===== src/rtl/key_digit_capture.sv =====
// Enter-button front end: sync, debounce, sample switches, classify digit,
// and hold one result for the lock FSM behind a valid/ready buffer.
module key_digit_capture #(
  parameter int DEBOUNCE_CYCLES = 1000000
) (
  input  logic       clk,
  input  logic       rst_n,
  input  logic       key_n,
  input  logic [9:0] sw,
  output logic [3:0] digit,
  output logic       digit_err,
  output logic       digit_valid,
  input  logic       digit_ready,
  output logic       press_dropped
);

  localparam int CW = $clog2(DEBOUNCE_CYCLES + 1);
  localparam logic [CW-1:0] CNT_MAX = CW'(DEBOUNCE_CYCLES);
  localparam logic [CW-1:0] CNT_ONE = CW'(1);

  typedef enum logic [1:0] {
    RELEASED,
    PRESS_WAIT,
    PRESSED,
    RELEASE_WAIT
  } deb_state_t;

  logic          s1;
  logic          s2;
  deb_state_t    state;
  logic [CW-1:0] cnt;
  logic          press_ev;
  logic          sw_err;
  logic          take;

  always_ff @(posedge clk or negedge rst_n) begin
    if (!rst_n) begin
      s1 <= 1'b1;
      s2 <= 1'b1;
    end else begin
      s1 <= key_n;
      s2 <= s1;
    end
  end

  always_ff @(posedge clk or negedge rst_n) begin
    if (!rst_n) begin
      state <= RELEASED;
      cnt   <= '0;
    end else begin
      unique case (state)
        RELEASED: begin
          if (!s2) begin
            state <= PRESS_WAIT;
            cnt   <= CNT_ONE;
          end
        end
        PRESS_WAIT: begin
          if (s2) begin
            state <= RELEASED;
            cnt   <= '0;
          end else if (cnt == CNT_MAX) begin
            state <= PRESSED;
          end else begin
            cnt <= cnt + CNT_ONE;
          end
        end
        PRESSED: begin
          if (s2) begin
            state <= RELEASE_WAIT;
            cnt   <= CNT_ONE;
          end
        end
        RELEASE_WAIT: begin
          if (!s2) begin
            state <= PRESSED;
            cnt   <= '0;
          end else if (cnt == CNT_MAX) begin
            state <= RELEASED;
          end else begin
            cnt <= cnt + CNT_ONE;
          end
        end
        default: begin
          state <= RELEASED;
          cnt   <= '0;
        end
      endcase
    end
  end

  // Only a debounced press fires an event; releases are silent.
  assign press_ev = (state == PRESS_WAIT) && !s2 && (cnt == CNT_MAX);
  assign sw_err   = sw > 10'd9;
  assign take     = press_ev && (!digit_valid || digit_ready);

  always_ff @(posedge clk or negedge rst_n) begin
    if (!rst_n) begin
      digit         <= 4'd0;
      digit_err     <= 1'b0;
      digit_valid   <= 1'b0;
      press_dropped <= 1'b0;
    end else begin
      press_dropped <= press_ev && digit_valid && !digit_ready;
      if (take) begin
        digit_valid <= 1'b1;
        digit       <= sw_err ? 4'hF : sw[3:0];
        digit_err   <= sw_err;
      end else if (digit_valid && digit_ready) begin
        digit_valid <= 1'b0;
      end
    end
  end

endmodule


===== config.mk =====
export PLATFORM = sky130hd
export DESIGN_NAME = key_digit_capture
export DESIGN_NICKNAME = d
export VERILOG_FILES = /design/src/rtl/key_digit_capture.sv
export SDC_FILE = /design/constraint.sdc
export NUM_CORES = 1
export LEC_CHECK = 0
export ABC_AREA = 0
export CAP_MARGIN = 10
export CORE_AREA = 3 3 86 47
export DETAILED_ROUTE_END_ITERATION = 10
export DIE_AREA = 0 0 89 50
export GPL_TIMING_DRIVEN = 1
export MAX_ROUTING_LAYER = met4
export PLACE_DENSITY = 0.74
export SYNTH_ARGS = -nofsm -noshare
export SYNTH_HDL_FRONTEND = slang
export SYNTH_SLANG_ARGS = --single-unit
export TNS_END_PERCENT = 50

===== constraint.sdc =====
create_clock -name clk -period 6.4 [get_ports clk]
set_input_delay 0.96 -clock clk [delete_from_list [all_inputs] [get_ports clk]]
set_output_delay 0.96 -clock clk [all_outputs]
set_load 0.005 [all_outputs]

==> impl_metrics.py <==
metrics = {
    "floorplan": {
        "floorplan.die.height_microns": 50,
        "placement_rows": 15,
        "floorplan.initialDensity": 0.516,
        "core_sq_um": 3360,
        "die_area_sq_um": 4450,
        "boundaryPins": 21,
        "floorplan.die.width_microns": 89,
    },
    "route": {
        "via_density": 6.25,
        "drc": 0,
        "met1_length_mm": 2.04,
        "detailedRoute.firstPassIterationCount": 4,
        "vias": 1568,
        "detail-route-antenna-nets": 0,
        "detailed_routed_wire_length_on_met3_microns": 272,
        "dr.first_iter.drc_count": 154,
        "highest_layer": "met4",
        "wl_mm": 4.14,
        "wire_per_inst_microns": 16.5,
        "met2_wirelength_mm": 1.79,
    },
    "synthesis": {
        "synth_compound_gate_area_share": 0.171,
        "muxShareOfSynthArea": 0.0346,
        "synth_sequential_area_ratio": 0.449,
        "synth_enable_flop_cells": 0,
        "main_combinational_cell_family_by_area_after_synthesis": "simple AND/OR/NAND/NOR gates",
        "most_instantiated_flip_flop_cell_in_the_synthesis_netlist": "dfrtp_1",
        "post-synth-top-count-cell": "dfrtp_1",
        "syn-num-nets": 200,
        "synth_xor_area_frac": 0.0253,
        "yosys-top-cells-count": "dfrtp_1 (29), nand2_1 (14), nand3_1 (14)",
        "yosys_warnings": 0,
        "synthArstFlopShare": 1.00,
        "netlist.top_cell.by_area": "dfrtp_1",
        "synthDistinctLibCells": 42,
        "yosys-top-cells-area": "dfrtp_1 (42%), nand3_1 (4.0%), dfstp_2 (3.0%), nand2_1 (3.0%), o21ai_0 (2.9%)",
        "synth_area_sq_um": 1730,
        "synth_largest_type_area_fraction": 0.418,
        "netlist_instances": 184,
        "synth-adder-area-share": 0.0144,
        "yosys_register_bits": 31,
        "synthSimpleGateAreaFrac": 0.271,
        "post_synth.cell_area_avg_sq_um": 9.42,
    },
    "timing": {
        "worst-slew-pin-transition_ns": 0.967,
        "drv_slew": 0,
        "finalSetupTns_ns": 0,
        "timing.final.crit_share": 0.376,
        "timing.hold.ws_ns": 0.357,
        "finalSetupViolCount": 0,
        "max_freq_mhz": 415,
        "rsz0062_at_grt": "no",
        "finalCriticalPeriod_ns": 2.41,
        "max-slew-margin-rel": 0.353,
        "timing.clock.skew_ns": 0.00652,
        "timing_hold_violations_final": 0,
    },
    "layout": {
        "final_nets": 224,
        "synthToLayoutAreaGrowth_pct": 20.9,
        "seqCellArea_sq_um": 778,
        "share_of_cells_above_drive_strength_1": 0.100,
        "fill_cells": 281,
        "multi_input_area_sq_um": 896,
        "antennaDiodeCount": 0,
    },
    "global_routing": {
        "grt_pass1_wl_mm": 6.95,
        "number_of_global_route_vias_before_repair": 1485,
        "globalRoute.totalOverflow": 0,
        "track_usage": 0.212,
        "initial_antenna_violation_count": 0,
        "grt_max_degree": 32,
    },
    "setup_path": {
        "critical_path.cell_chain": "or4_1 -> nor4b_1 -> a21oi_1 -> a22o_2",
        "setup.worst_path.end_class": "flip-flop",
        "crit_start": "cnt[2]",
        "criticalPathCategory": "flip-flop to flip-flop",
        "worstPathArrival_ns": 2.58,
        "r2r-start": "cnt[2]",
        "type_of_element_launching_the_critical_path": "flip-flop",
        "required_time_of_the_critical_path_ns": 6.57,
        "critPathMaxFanout": 7,
        "slowest_delay_ns": 0.65,
        "critical_path.slowest_cell": "nor4b_1",
    },
    "clock_network": {
        "cts_tree": "done",
        "post_cts.repair.setup_buffers": 0,
        "cts.clk_slew.worst_paths_ns": 0.07,
        "cts_repair_resize_count": 0,
        "tritoncts_buffers": 5,
        "insertion_delay_of_the_later_clocked_pin_in_the_worst_skew_pair_ns": 0.29,
        "clock-root-buffer": "clkbuf_8",
        "maximum_clock_insertion_buffer_count": 2,
        "postCtsHoldBufs": 0,
        "cts-htree-levels": 2,
        "tritoncts_num_sinks": 31,
    },
    "min_path": {
        "hold_path_class": "flip-flop to flip-flop",
        "hold_path.startpoint": "s1",
    },
    "power": {
        "power_density_nw_per_um2": 209,
        "ir_worst_vdd_uv": 95.5,
        "cellInternalPower_uw": 339,
        "part_of_the_total_power_dissipated_in_sequential_elements": 0.462,
        "combinationalPowerShare": 0.073,
        "sw_frac_of_total": 0.227,
        "pwr-share-clk": 0.464,
        "netSwitchingPower_uw": 99.6,
        "p_leak_nw": 0.847,
    },
    "placement": {
        "dp_hpwl_mm": 2.87,
        "gp_congestion": 0.799,
        "portBuffers": 20,
    },
    "run_status": {
        "outcome": "completed",
    },
    "flow_run": {
        "max_cap_check_violation_count": 0,
    },
}
[worst paths after layout]
path                               end  depth (start not counted)  slack, ns
max in group asynchronous           s2                          2       5.01
worst max register to register  cnt[7]                          4       3.99
worst max-delay path            cnt[7]                          4       3.99
worst min-delay path                s2                          0       0.36
min in group asynchronous       cnt[5]                          2       1.07
worst min register to register      s2                          0       0.36
[stage by stage]
step                      instance area (sq um)  utilization  setup slack [ns]  cells  total power, mW
after floorplan                            1730            -              4.19    184            0.221
after global placement                     1980        0.589              3.93    243            0.238
after detailed placement                   1980        0.589              3.92    243            0.239
after CTS                                  2100        0.624              4.02    251            0.440
after global routing                       2100        0.624              3.79    251            0.454
final                                      2100        0.624              3.99    251            0.439
[metal layers]
metal,GRT usage,up-vias
met5,-,-
met2,0.315,52
met3,0.0584,6
met4,0.0743,0
met1,0.277,760
li1,-,750
[flip-flops by register name, indices dropped and copies added (netlist names), named ones only]
register       count
s1                 1
state              1
press_dropped      1
s2                 1
digit              4
digit_err          1
digit_valid        1
cnt               20
[cells in the final DEF, fill, tap and decap left out, types with 4 or more instances in the layout]
| cell type | n |
|---|---|
| dfrtp_1 | 29 |
| clkdlybuf4s50_1 | 20 |
| nand3_1 | 14 |
| nand2_1 | 14 |
| nor2_1 | 13 |
| inv_1 | 12 |
| o21ai_0 | 10 |
| a21oi_1 | 8 |
| nand4_1 | 6 |
| nor3_1 | 6 |
| clkbuf_8 | 6 |
| nor4_1 | 5 |
| a22o_1 | 5 |
| or4_1 | 4 |
| o22ai_1 | 4 |
| o211ai_1 | 4 |
[worst max-delay path, delay by kind of cell, from the launching register on]
kind | cells | cell delay [ns]
AOI/OAI and AO/OA | 2 | 0.60
DFF | 1 | 0.45
and+or+nand+nor | 2 | 1.25
[power by group through the flow]
stage / clock network (mW) / registers, mW / logic, mW
final: 0.204 / 0.203 / 0.0322
after global placement: 0 / 0.206 / 0.0315
after detailed placement: 0 / 0.206 / 0.0324
after global routing: 0.215 / 0.203 / 0.0360
after floorplan: 0 / 0.205 / 0.0165
after CTS: 0.205 / 0.203 / 0.0325
[cell families after synthesis]
group,count (synthesis)
buf+inv,16
fa+ha+maj,2
mux,5
flops,31
simple gates,81
xor+xnor,5
compound gates,44
[cell type report]
| type | instances | area share |
|---|---|---|
| clock buffer | 6 | 0.0394 |
| clock inverter | 2 | 0.0167 |
| inverter | 12 | 0.0215 |
| multi-input combinational | 137 | 0.427 |
| sequential | 31 | 0.371 |
| tap | 42 | 0.0251 |
| timing repair buffer | 21 | 0.0990 |
Power figures use the tool's default switching activity.
